[src/rtl/fifo_stream_adapter_pkg.sv]
// Shared sizing helpers for the FIFO read-side stream adapter.
package fifo_stream_adapter_pkg;

  localparam int RD_LATENCY_MIN = 1;
  localparam int RD_LATENCY_MAX = 4;

  // Width able to hold a count from 0 up to and including depth.
  function automatic int lvl_width(input int depth);
    return $clog2(depth + 1);
  endfunction

  function automatic int ptr_width(input int depth);
    return (depth > 1) ? $clog2(depth) : 1;
  endfunction

  function automatic bit rd_latency_ok(input int lat);
    return (lat >= RD_LATENCY_MIN) && (lat <= RD_LATENCY_MAX);
  endfunction

endpackage

[src/rtl/fifo_stream_adapter_skid_buffer.sv]
// Small register FIFO holding words returned by the read FIFO until the
// stream consumer takes them; depth need not be a power of two.
module stream_skid_buffer
  import fifo_stream_adapter_pkg::*;
#(
  parameter int DATA_WIDTH = 8,
  parameter int BUF_DEPTH  = 3,
  localparam int LVL_W = lvl_width(BUF_DEPTH),
  localparam int PTR_W = ptr_width(BUF_DEPTH)
) (
  input  logic                  i_clk,
  input  logic                  i_srst,
  input  logic                  i_wr,
  input  logic [DATA_WIDTH-1:0] i_wdata,
  input  logic                  i_ready,
  output logic                  o_valid,
  output logic [DATA_WIDTH-1:0] o_data,
  output logic [LVL_W-1:0]      o_level
);

  localparam logic [PTR_W-1:0] PTR_LAST = PTR_W'(BUF_DEPTH - 1);

  logic [DATA_WIDTH-1:0] mem_q [BUF_DEPTH];
  logic [PTR_W-1:0]      wptr_q, wptr_d;
  logic [PTR_W-1:0]      rptr_q, rptr_d;
  logic [LVL_W-1:0]      level_q, level_d;
  logic                  pop;

  assign o_valid = (level_q != '0);
  assign o_data  = mem_q[rptr_q];
  assign o_level = level_q;
  assign pop     = o_valid & i_ready;

  always_comb begin
    wptr_d  = wptr_q;
    rptr_d  = rptr_q;
    level_d = level_q;
    if (i_wr) wptr_d = (wptr_q == PTR_LAST) ? '0 : wptr_q + 1'b1;
    if (pop)  rptr_d = (rptr_q == PTR_LAST) ? '0 : rptr_q + 1'b1;
    case ({i_wr, pop})
      2'b10:   level_d = level_q + 1'b1;
      2'b01:   level_d = level_q - 1'b1;
      default: level_d = level_q;
    endcase
  end

  always_ff @(posedge i_clk) begin
    if (i_srst) begin
      wptr_q  <= '0;
      rptr_q  <= '0;
      level_q <= '0;
    end else begin
      wptr_q  <= wptr_d;
      rptr_q  <= rptr_d;
      level_q <= level_d;
    end
  end

  // Storage needs no reset: a slot is only read once level covers it.
  always_ff @(posedge i_clk) begin
    if (i_wr) mem_q[wptr_q] <= i_wdata;
  end

endmodule

[src/rtl/fifo_stream_adapter.sv]
// Turns the read side of the dual-clock FIFO into a valid/ready stream.
// Reads are issued against credit (buffered + in-flight) so the skid buffer never overflows.
module fifo_stream_adapter
  import fifo_stream_adapter_pkg::*;
#(
  parameter int DATA_WIDTH = 8,
  parameter int RD_LATENCY = 1,
  parameter int BUF_DEPTH  = RD_LATENCY + 2,
  localparam int LVL_W = lvl_width(BUF_DEPTH)
) (
  input  logic                  i_clk,
  input  logic                  i_srst,
  input  logic                  i_fifo_empty,
  output logic                  o_fifo_re,
  input  logic [DATA_WIDTH-1:0] i_fifo_rdata,
  output logic                  o_valid,
  output logic [DATA_WIDTH-1:0] o_data,
  input  logic                  i_ready,
  output logic [LVL_W-1:0]      o_level
);

  localparam logic [LVL_W:0] DEPTH_C = (LVL_W + 1)'(BUF_DEPTH);

  logic [RD_LATENCY-1:0] pipe_q, pipe_d;
  logic [LVL_W-1:0]      inflight_q, inflight_d;
  logic [LVL_W-1:0]      level;
  logic                  credit, accepted, retire;

  // Credit uses registered level only, so a pop frees a slot one cycle later
  // and there is no path from i_ready or i_fifo_empty to o_fifo_re.
  assign credit    = ({1'b0, level} + {1'b0, inflight_q}) < DEPTH_C;
  assign o_fifo_re = credit & ~i_srst;
  assign accepted  = o_fifo_re & ~i_fifo_empty;
  assign retire    = pipe_q[RD_LATENCY-1];

  always_comb begin
    pipe_d    = '0;
    pipe_d[0] = accepted;
    for (int i = 1; i < RD_LATENCY; i++) pipe_d[i] = pipe_q[i-1];
  end

  always_comb begin
    inflight_d = inflight_q;
    case ({accepted, retire})
      2'b10:   inflight_d = inflight_q + 1'b1;
      2'b01:   inflight_d = inflight_q - 1'b1;
      default: inflight_d = inflight_q;
    endcase
  end

  always_ff @(posedge i_clk) begin
    if (i_srst) begin
      pipe_q     <= '0;
      inflight_q <= '0;
    end else begin
      pipe_q     <= pipe_d;
      inflight_q <= inflight_d;
    end
  end

  stream_skid_buffer #(
    .DATA_WIDTH (DATA_WIDTH),
    .BUF_DEPTH  (BUF_DEPTH)
  ) u_skid (
    .i_clk   (i_clk),
    .i_srst  (i_srst),
    .i_wr    (retire),
    .i_wdata (i_fifo_rdata),
    .i_ready (i_ready),
    .o_valid (o_valid),
    .o_data  (o_data),
    .o_level (level)
  );

  assign o_level = level;

  a_cfg_ok: assert property (@(posedge i_clk)
    rd_latency_ok(RD_LATENCY) && (BUF_DEPTH >= RD_LATENCY + 1));

  a_no_overflow: assert property (@(posedge i_clk) disable iff (i_srst)
    ({1'b0, level} + {1'b0, inflight_q}) <= DEPTH_C);

endmodule

[config.mk]
export PLATFORM = sky130hd
export DESIGN_NAME = fifo_stream_adapter
export DESIGN_NICKNAME = d
export VERILOG_FILES = /design/src/rtl/fifo_stream_adapter_pkg.sv /design/src/rtl/fifo_stream_adapter_skid_buffer.sv /design/src/rtl/fifo_stream_adapter.sv
export SDC_FILE = /design/constraint.sdc
export NUM_CORES = 1
export LEC_CHECK = 0
export CORE_ASPECT_RATIO = 1.25
export CORE_MARGIN = 3
export CORE_UTILIZATION = 53
export CTS_BUF_LIST = sky130_fd_sc_hd__clkbuf_4 sky130_fd_sc_hd__clkbuf_8
export DETAILED_ROUTE_END_ITERATION = 6
export GPL_TIMING_DRIVEN = 0
export PLACE_DENSITY = 0.79
export SYNTH_ARGS = -nofsm -noshare
export SYNTH_HDL_FRONTEND = slang
export SYNTH_SLANG_ARGS = --single-unit
[constraint.sdc]
create_clock -name i_clk -period 2.4 [get_ports i_clk]
set_input_delay 0.48 -clock i_clk [delete_from_list [all_inputs] [get_ports i_clk]]
set_output_delay 0.48 -clock i_clk [all_outputs]
set_load 0.05 [all_outputs]
==> results of run 1 <==
==> critical path, cell delays in order (launching register included) <==
cell and delay [ns]:
dfxtp_4 0.38, ha_4 0.16, fa_1 0.48, a211oi_4 0.24
buf_4 0.23
==> cells in the final DEF (no fill, tap or decap), types with 2 or more instances in the layout <==
cell type	instances
edfxtp_1	24
clkdlybuf4s50_1	13
nand2_1	10
mux2i_1	9
dfxtp_1	8
o21ai_0	6
clkbuf_4	6
o21ai_1	5
nor2_1	5
dlygate4sd2_1	5
a21oi_1	4
or3_1	3
clkdlybuf4s15_1	3
inv_1	2
xnor2_1	2
nor2b_1	2
xor2_1	2
ha_4	2
dfxtp_2	2
==> repair_timing <==
action	4_1_cts	5_1_grt
endpoints found under the setup margin	9	10
resized for setup	16	4
pin swaps	0	1
gates cloned	0	0
==> path summary, 6_finish.rpt <==
path | cells past startpoint | slack, ns | startpoint | endpoint
setup / recovery | 4 | 0.10 | u_skid.o_level[0] | o_fifo_re
hold reg to reg | 2 | 0.51 | u_skid.rptr_q[0] | u_skid.rptr_q[0]
setup reg to reg | 9 | 0.13 | u_skid.o_level[0] | inflight_q[1]
hold / removal | 2 | 0.51 | u_skid.rptr_q[0] | u_skid.rptr_q[0]
==> through the flow <==
step                      TNS [ns]  area, um2  setup WS (ns)
final                            0       1720          0.101
after global routing             0       1720         0.0109
after CTS                        0       1720        0.00392
after detailed placement    -0.188       1660         -0.188
after global placement      -0.178       1660         -0.178
after floorplan             -0.354       1400         -0.265
==> metal layers <==
layer	wire length [um]	vias up	GRT usage
li1	-	409	-
met1	870	402	0.167
met2	1150	20	0.279
met3	106	8	0.0501
met4	60	0	0.0976
met5	0	-	0
==> flip-flops by register name (all words and copies together), names as in the netlist, named ones only <==
register	count
u_skid.mem_q	24
pipe_q	1
u_skid.wptr_q	2
u_skid.o_level	2
inflight_q	2
u_skid.rptr_q	2
==> power by group through the flow <==
stage          clock [mW]  combinational [mW]  sequential (mW)
2_1_floorplan           0               0.441            0.820
4_1_cts             0.339               0.647            0.776
3_5_place_dp            0               0.670            0.790
6_report            0.332               0.640            0.777
3_3_place_gp            0               0.654            0.785
5_1_grt             0.363               0.692            0.787
==> cells by family after synthesis <==
group                    after synthesis  share of synthesized area
AND/OR/NAND/NOR                       24                     0.0841
XOR/XNOR                               4                     0.0259
flip-flops                            35                      0.695
AO/OA/AOI/OAI                         17                     0.0684
buffers and inverters                  6                     0.0176
multiplexers                           9                     0.0665
adder cells (fa/ha/maj)                4                     0.0425
==> final cells by class <==
class                      instances  area (um2)
timing repair buffer              22         211
buffer                             3        13.8
tap                               31        38.8
inverter                           3        11.3
clock buffer                       7        58.8
fill                             171         586
clock inverter                     1        5.00
sequential                        35         947
multi-input combinational         58         434
==> key figures, run 1 <==
Outcome
  – Outcome: finished clean

Synth
  – Synth Flop Type: edfxtp_1
  – Synth top area share: 0.532
  – Register bit total from synthesis: 35
  – Top cells by count, synth: edfxtp_1 (24), dfxtp_1 (11), nand2_1 (10), mux2i_1 (9), o21ai_0 (6)
  – Unique cell type count in the Yosys netlist: 23
  – Synth area leaders: edfxtp_1 (53%), dfxtp_1 (16%), mux2i_1 (6.7%), ha_1 (2.8%), nand2_1 (2.8%)
  – Post-synth EDFFs: 24
  – Syn nets: 115
  – Syn Inst Count: 99
  – Synthesized area per cell: 13.7 um2
  – Sequential area share after synthesis: 0.695
  – Top-count cell post-synth: edfxtp_1
  – Warnings, synthesis: 0
  – Synthesized cell area: 1350 um2
  – Post-synth ARST share: 0
  – Area leader, netlist: edfxtp_1

Die
  – Die height: 62.5 um
  – Die area: 3200 um2
  – Initial core utilization: 0.587
  – Core Area: 2310 um2
  – Ports: 24
  – Horiz. Die Dim: 51.2 um
  – # rows: 19

Timing
  – Pins Over Slew Limit: 0
  – Slew headroom: 0.173
  – Setup violators final: 0
  – Fin. Hold Viols: 0
  – Fin crit period: 2.30 ns
  – Hold WS: 0.513 ns
  – Period utilisation layout: 0.958
  – Clk_skew: 0.0179 ns
  – Worst Tran Pin Value: 1.23 ns
  – Max Clock Freq: 435 MHz
  – RSZ-0062 raised after global routing: false

Setup path
  – Worst setup SP type: flip-flop
  – CP Capture Type: output pin
  – WP data arrival: 1.82 ns
  – Data required, critical path: 1.92 ns
  – Setup CP Type: flip-flop to output pin
  – Worst Path Max Fanout: 6

Detailed routing
  – WL/cell: 13.7 um
  – Antenna-violating nets left: 0
  – DRC violation count after routing: 0
  – DR vias/cell: 5.24
  – DR iter-0 viols: 7
  – DR pass1 iterations: 4
  – Via count: 839
  – Routed wire length: 2180 um

Clock network
  – TritonCTS clock tree: yes
  – Sink Count: 35
  – Longest Clk Path Bufs: 2
  – Cts bufs inserted: 5
  – Hold_buf cts: 0
  – Clock-pin slew on the worst setup and hold paths: 0.11 ns
  – CTS Root Cell: clkbuf_4
  – Worst-skew pair later-pin latency: 0.34 ns
  – H-tree levels: 2
  – Post-CTS Repair Setup Buffers: 0

Power
  – Leak Pwr: 0.612 nW
  – Comb pwr share: 0.366
  – Worst vdd ir: 1.01 mV
  – Net switching power: 638 uW
  – Internal Power: 1.11 mW
  – Pwr Total: 1.75 mW
  – Pwr Density: 1020 nW/um2
  – Switching portion of total power: 0.365
  – Register share of total power: 0.444
  – Clock share of power: 0.190

Layout
  – Final Core Density: 0.746
  – Fin cells: 160
  – Synth-to-Final Area Change: 27.1%
  – Inserted Diodes: 0
  – Nets@finish: 144
  – Layout cell share with drive strength beyond 1: 0.155

Hold path
  – Worst Hold Class: flip-flop to flip-flop

GRT
  – Initial antenna violation count: 0
  – Total GRT Usage: 0.163
  – Largest net degree at the start of global routing: 12
  – Vias in the first global route: 862
  – First-pass GRT wire length: 3730 um
  – Gr ovfl total: 0

Placed design
  – Gpl congestion: 0.670
  – Dpl cells: 152
  – I/O Buffers: 22
  – Detailed placer's ending HPWL: 1540 um

Flow run
  – Max cap viols: 0
No activity file was read; power rests on OpenSTA's default activity.
==> run 2: changes to the inputs <==
--- a/config.mk
+++ b/config.mk
@@ -7,9 +7,10 @@
 export LEC_CHECK = 0
 export CORE_ASPECT_RATIO = 1.25
 export CORE_MARGIN = 3
-export CORE_UTILIZATION = 53
+export CORE_UTILIZATION = 64
 export CTS_BUF_LIST = sky130_fd_sc_hd__clkbuf_4 sky130_fd_sc_hd__clkbuf_8
 export DETAILED_ROUTE_END_ITERATION = 6
+export DONT_BUFFER_PORTS = 1
 export GPL_TIMING_DRIVEN = 0
 export PLACE_DENSITY = 0.79
 export SYNTH_ARGS = -nofsm -noshare
==> run 2 against run 1 <==
  * The flow now finishes with violations (setup timing)
  * Flip-flop and latch count stayed put
  * Combinational power is 20% lower
  * Wire length is 5.0% lower
  * Critical path depth is 5 higher
  * Worst hold slack worse by 0.31 ns
  * Global-route usage is 1.0 points higher
  * Power is 5.6% higher
  * Sequential power is 5.7% higher
  * Sequential share of layout area is 5.1 points higher
  * Die area is 15% lower
  * Clock power is 55% higher
  * Worst setup slack worse by 0.50 ns
  * Critical path type is now flip-flop to flip-flop
  * Critical endpoint is now inflight_q[1]
  * Largest cell class unchanged
  * Largest power group unchanged
  * Highest routed layer unchanged
==> key figures, run 2 (synthesis results as in run 1) <==
Outcome
  – Outcome: complete, but fails checks
  – Failing checks: setup timing

Setup path
  – R2R cell count: 9
  – Setup CP Type: flip-flop to flip-flop
  – Worst Path Max Fanout: 6
  – Reg2Reg Setup Slack: -0.40 ns
  – Data required, critical path: 2.66 ns
  – R2r startpoint: u_skid.o_level[0]
  – Critical path endpoint: inflight_q[1]
  – CP Capture Type: flip-flop
  – WP data arrival: 3.07 ns
  – FF-to-FF End: inflight_q[1]
  – Setup crit start: u_skid.o_level[0]
  – Worst setup SP type: flip-flop

Layout
  – Synth-to-Final Area Change: 16.1%
  – Area of the multi-input gates: 457 um2
  – Design area: 1570 um2
  – Layout cell share with drive strength beyond 1: 0.229
  – Top reg by flops: u_skid.mem_q
  – Fillers: 121
  – Register area: 946 um2
  – Most common cell after layout, fill and taps aside: edfxtp_1
  – Fin cells: 129
  – Inserted Diodes: 0
  – Max FFs per register: 24
  – Nets@finish: 124
  – Leading cell types in the layout, fill and taps excluded: edfxtp_1 (24), nand2_1 (10), mux2i_1 (9), dfxtp_1 (9), o21ai_2 (6)

Die
  – Ports: 24
  – # rows: 18
  – Die height: 57.4 um
  – Initial core utilization: 0.683
  – Die area: 2710 um2
  – Core Area: 1980 um2
  – Horiz. Die Dim: 47.1 um

Power
  – Pwr Total: 1.85 mW
  – Leak Pwr: 0.544 nW
  – Pwr Density: 1180 nW/um2
  – Worst vdd ir: 1.21 mV

Placed design
  – Placed cell areas: 1440 um2
  – Dpl cells: 121
  – I/O Buffers: 0
  – Detailed placer's ending HPWL: 1390 um
  – Gpl congestion: 0.661

Detailed routing
  – DR pass1 iterations: 5
  – WL/cell: 16.1 um
  – Routed wire length: 2080 um
  – DR vias/cell: 5.81
  – DRC violation count after routing: 0
  – DR iter-0 viols: 8
  – Antenna-violating nets left: 0
  – Via count: 750

GRT
  – Vias in the first global route: 723
  – Initial antenna violation count: 0
  – Total GRT Usage: 0.173
  – First-pass GRT wire length: 3150 um
  – Largest net degree at the start of global routing: 13
  – Gr ovfl total: 0

Clock network
  – Sink Count: 35
  – TritonCTS clock tree: yes
  – CTS Root Cell: clkbuf_4
  – Cts bufs inserted: 5
  – Clock-pin slew on the worst setup and hold paths: 0.11 ns
  – Worst-skew pair later-pin latency: 0.33 ns
  – Longest Clk Path Bufs: 2
  – H-tree levels: 2

Hold path
  – Hold Crit Start: i_fifo_empty
  – Worst Hold Class: input port to flip-flop

Timing
  – Max Clock Freq: 357 MHz
  – Pins Over Slew Limit: 0
  – RSZ-0062 raised after global routing: true
  – Worst setup margin: -0.404 ns
  – Fin. Hold Viols: 0
  – Period utilisation layout: 1.17
  – Worst Tran Pin Value: 1.24 ns
  – Final TNS setup: -0.718 ns
  – Hold WS: 0.204 ns
  – Slew headroom: 0.169
  – Fin crit period: 2.80 ns
  – Setup violators final: 3
  – Clk_skew: 0.00593 ns

Flow run
  – Max cap viols: 0
==> run 2: cell count changes in the layout (fill, tap and decap cells not counted), moves of 2 or more <==
| cell | previous run | this run |
|---|---|---|
| bufinv_16 | 0 | 2 |
| o21ai_1 | 5 | 1 |
| o21ai_2 | 0 | 6 |
| o21ai_0 | 6 | 4 |
| clkdlybuf4s15_1 | 3 | 0 |
| clkdlybuf4s50_1 | 13 | 0 |
| dlygate4sd2_1 | 5 | 0 |
==> run 2: area by class of cell <==
cell class	instances	area share
flip-flops and latches	35	0.602
clock inverters	3	0.0430
inverters	3	0.00717
multi-input cells	58	0.291
plain buffers	3	0.00796
repair buffers	2	0.00955
well taps	20	0.0159
clock buffers	5	0.0239
==> run 2: worst min path at each step <==
stage	endpoint	slack [ns]	cells after the start
CTS	pipe_q	0.19	1
finish	pipe_q	0.20	1
detailed placement	flip-flop	0.48	2
global placement	flip-flop	0.47	2
global route	pipe_q	0.17	1
floorplan	flip-flop	0.45	2
==> run 2: where the power goes <==
part	internal, mW	leakage, nW	total (mW)	switching [mW]
combinational	0.165	0.183	0.510	0.344
clock	0.324	0.0514	0.516	0.192
sequential	0.717	0.310	0.821	0.104
==> run 2: stage by stage <==
step,util,setup slack [ns]
6_report,0.793,-0.404
3_5_place_dp,0.729,-0.379
2_1_floorplan,-,-0.265
3_3_place_gp,0.721,-0.329
5_1_grt,0.793,-0.504
4_1_cts,0.782,-0.416
==> run 2: repair_timing <==
item,in CTS,in global routing
hold buffers,0,0
setup endpoints to repair,3,9
resized for setup,0,6
buffers inserted,0,0
endpoints found under the hold margin,0,0
==> run 2: per-layer routing <==
metal | vias to the layer above | wire length, um | global-route usage
li1 | 370 | - | -
met1 | 347 | 771 | 0.178
met2 | 31 | 1130 | 0.285
met3 | 2 | 150 | 0.0883
met4 | 0 | 27 | 0.0711
met5 | - | 0 | 0
==> run 2: critical path, stage by stage, from the launching register on <==
cell and delay [ns]:
dfxtp_4 0.44, ha_4 0.18, fa_1 0.50, a211oi_4 0.59, nor2b_4 0.27, inv_2 0.05
ha_4 0.15, xnor2_1 0.12, or3_1 0.31, a21oi_1 0.13
==> run 3: changes to the inputs <==
--- a/config.mk
+++ b/config.mk
@@ -13,6 +13,7 @@
 export DONT_BUFFER_PORTS = 1
 export GPL_TIMING_DRIVEN = 0
 export PLACE_DENSITY = 0.79
+export SLEW_MARGIN = 10
 export SYNTH_ARGS = -nofsm -noshare
 export SYNTH_HDL_FRONTEND = slang
 export SYNTH_SLANG_ARGS = --single-unit
==> run 3 against run 2 <==
  * Core utilization shrank 0.063 points
  * Register-to-register slack about the same
  * Power shrank 0.39%
  * Clock power is essentially flat
  * Combinational power is 1% lower
  * Sequential power hardly changed
  * Worst setup slack better by 0.0045 ns
  * Critical endpoint unchanged
  * Flip-flop and latch count unchanged
  * Sequential share of layout area hardly changed
  * The run still ends with setup timing left
  * Largest power group unchanged
  * Final cell count decreased by 1.6%
==> key figures, run 3 (synthesis results as in run 1) <==
Clock network
  – Cts bufs inserted: 5
  – Clock-pin slew on the worst setup and hold paths: 0.10 ns
  – Longest Clk Path Bufs: 2
  – Worst-skew pair later-pin latency: 0.33 ns
  – Sink Count: 35
  – H-tree levels: 2
  – Post-CTS Repair Setup Buffers: 0
  – CTS Root Cell: clkbuf_4
  – TritonCTS clock tree: yes

GRT
  – Initial antenna violation count: 0
  – First-pass GRT wire length: 3110 um
  – Total GRT Usage: 0.172
  – Vias in the first global route: 716
  – Largest net degree at the start of global routing: 13
  – Gr ovfl total: 0

Layout
  – Final Core Density: 0.792
  – Inserted Diodes: 0
  – Layout cell share with drive strength beyond 1: 0.252
  – Synth-to-Final Area Change: 16.0%
  – Nets@finish: 122
  – Top reg by flops: u_skid.mem_q
  – Leading cell types in the layout, fill and taps excluded: edfxtp_1 (24), nand2_1 (10), mux2i_1 (9), dfxtp_1 (9), o21ai_2 (8)
  – Max FFs per register: 24
  – Most common cell after layout, fill and taps aside: edfxtp_1

Power
  – Worst vdd ir: 1.29 mV
  – Pwr Total: 1.84 mW
  – Leak Pwr: 0.542 nW
  – Pwr Density: 1170 nW/um2

Placed design
  – DP Worst Slack: -0.375 ns
  – Gpl congestion: 0.661
  – Detailed placer's ending HPWL: 1410 um
  – I/O Buffers: 0

Detailed routing
  – Via count: 736
  – WL/cell: 15.8 um
  – Antenna-violating nets left: 0
  – DR vias/cell: 5.80
  – DR pass1 iterations: 4
  – DR iter-0 viols: 6
  – DRC violation count after routing: 0
  – Routed wire length: 2010 um

Flow run
  – Max cap viols: 0

Outcome
  – Failing checks: setup timing
  – Outcome: complete, but fails checks

Setup path
  – Worst Path Max Fanout: 6
  – FF-to-FF End: inflight_q[1]
  – Reg2Reg Setup Slack: -0.40 ns
  – WP data arrival: 3.07 ns
  – Worst setup SP type: flip-flop
  – CP Capture Type: flip-flop
  – R2r startpoint: u_skid.o_level[0]
  – Setup CP Type: flip-flop to flip-flop
  – Data required, critical path: 2.67 ns
  – R2R cell count: 9
  – Critical path endpoint: inflight_q[1]
  – Setup crit start: u_skid.o_level[0]

Timing
  – Clk_skew: 0.00268 ns
  – Setup violators final: 3
  – Period utilisation layout: 1.17
  – RSZ-0062 raised after global routing: true
  – Pins Over Slew Limit: 0
  – Worst setup margin: -0.400 ns
  – Fin crit period: 2.80 ns
  – Worst Tran Pin Value: 0.704 ns
  – Hold WS: 0.198 ns
  – Fin. Hold Viols: 0
  – Final TNS setup: -0.702 ns
  – Max Clock Freq: 357 MHz
  – Slew headroom: 0.528

Hold path
  – Worst Hold Class: input port to flip-flop

Die
  – Core Area: 1980 um2
  – # rows: 18
  – Ports: 24
  – Initial core utilization: 0.683
  – Die height: 57.4 um
  – Horiz. Die Dim: 47.1 um
  – Die area: 2710 um2
[run 3: changes by cell type in the layout (fill, tap and decap cells not counted), sizes merged]
cell,delta
buf,-2
[run 3: how the worst min path moves through the flow]
stage | start | end | slack [ns] | depth (start not counted)
5_1_grt | i_fifo_empty | pipe_q | 0.17 | 1
6_report | i_fifo_empty | pipe_q | 0.20 | 1
2_1_floorplan | u_skid.rptr_q[0] | flip-flop | 0.45 | 2
3_5_place_dp | u_skid.rptr_q[0] | u_skid.rptr_q[0] | 0.48 | 2
4_1_cts | i_fifo_empty | pipe_q | 0.18 | 1
3_3_place_gp | u_skid.rptr_q[0] | flip-flop | 0.47 | 2
[run 3: area by class of cell]
type                    instances  area [um2]
fillers                       119         412
flip-flops and latches         35         946
plain buffers                   3        13.8
clock buffers                   5        37.5
clock inverters                 3        67.6
inverters                       3        11.3
well taps                      20        25.0
multi-input cells              58         469
[run 3: repair_timing]
action / CTS / global route
hold buffers: 0 / 0
endpoints found under the setup margin: 3 / 11
gates resized for setup: 0 / 10
[run 3: through the flow]
step	std cells	instance area, um2
after floorplan	99	1400
after CTS	127	1530
after detailed placement	119	1430
final	127	1570
after global placement	119	1430
after global routing	127	1570
[run 3: power breakdown]
part	total (mW)	leakage, nW	switching (mW)	internal (mW)
logic	0.503	0.181	0.345	0.158
registers	0.821	0.310	0.104	0.717
clock network	0.516	0.0514	0.192	0.324
total	1.84	0.542	0.641	1.20
[run 3: per-layer routing]
layer  up-vias  global-route usage  wire length (um)
li1        366                   -                 -
met1       341               0.170               728
met2        24               0.278              1070
met3         5               0.107               168
met4         0              0.0711                38
met5         -                   0                 0
[run 3: critical path: stages (launching register included)]
cell and delay [ns]:
dfxtp_4 0.44, ha_4 0.18, fa_1 0.50, a211oi_4 0.59, nor2b_4 0.27, inv_2 0.05, ha_4 0.15, xnor2_1 0.12
or3_1 0.31, a21oi_1 0.13
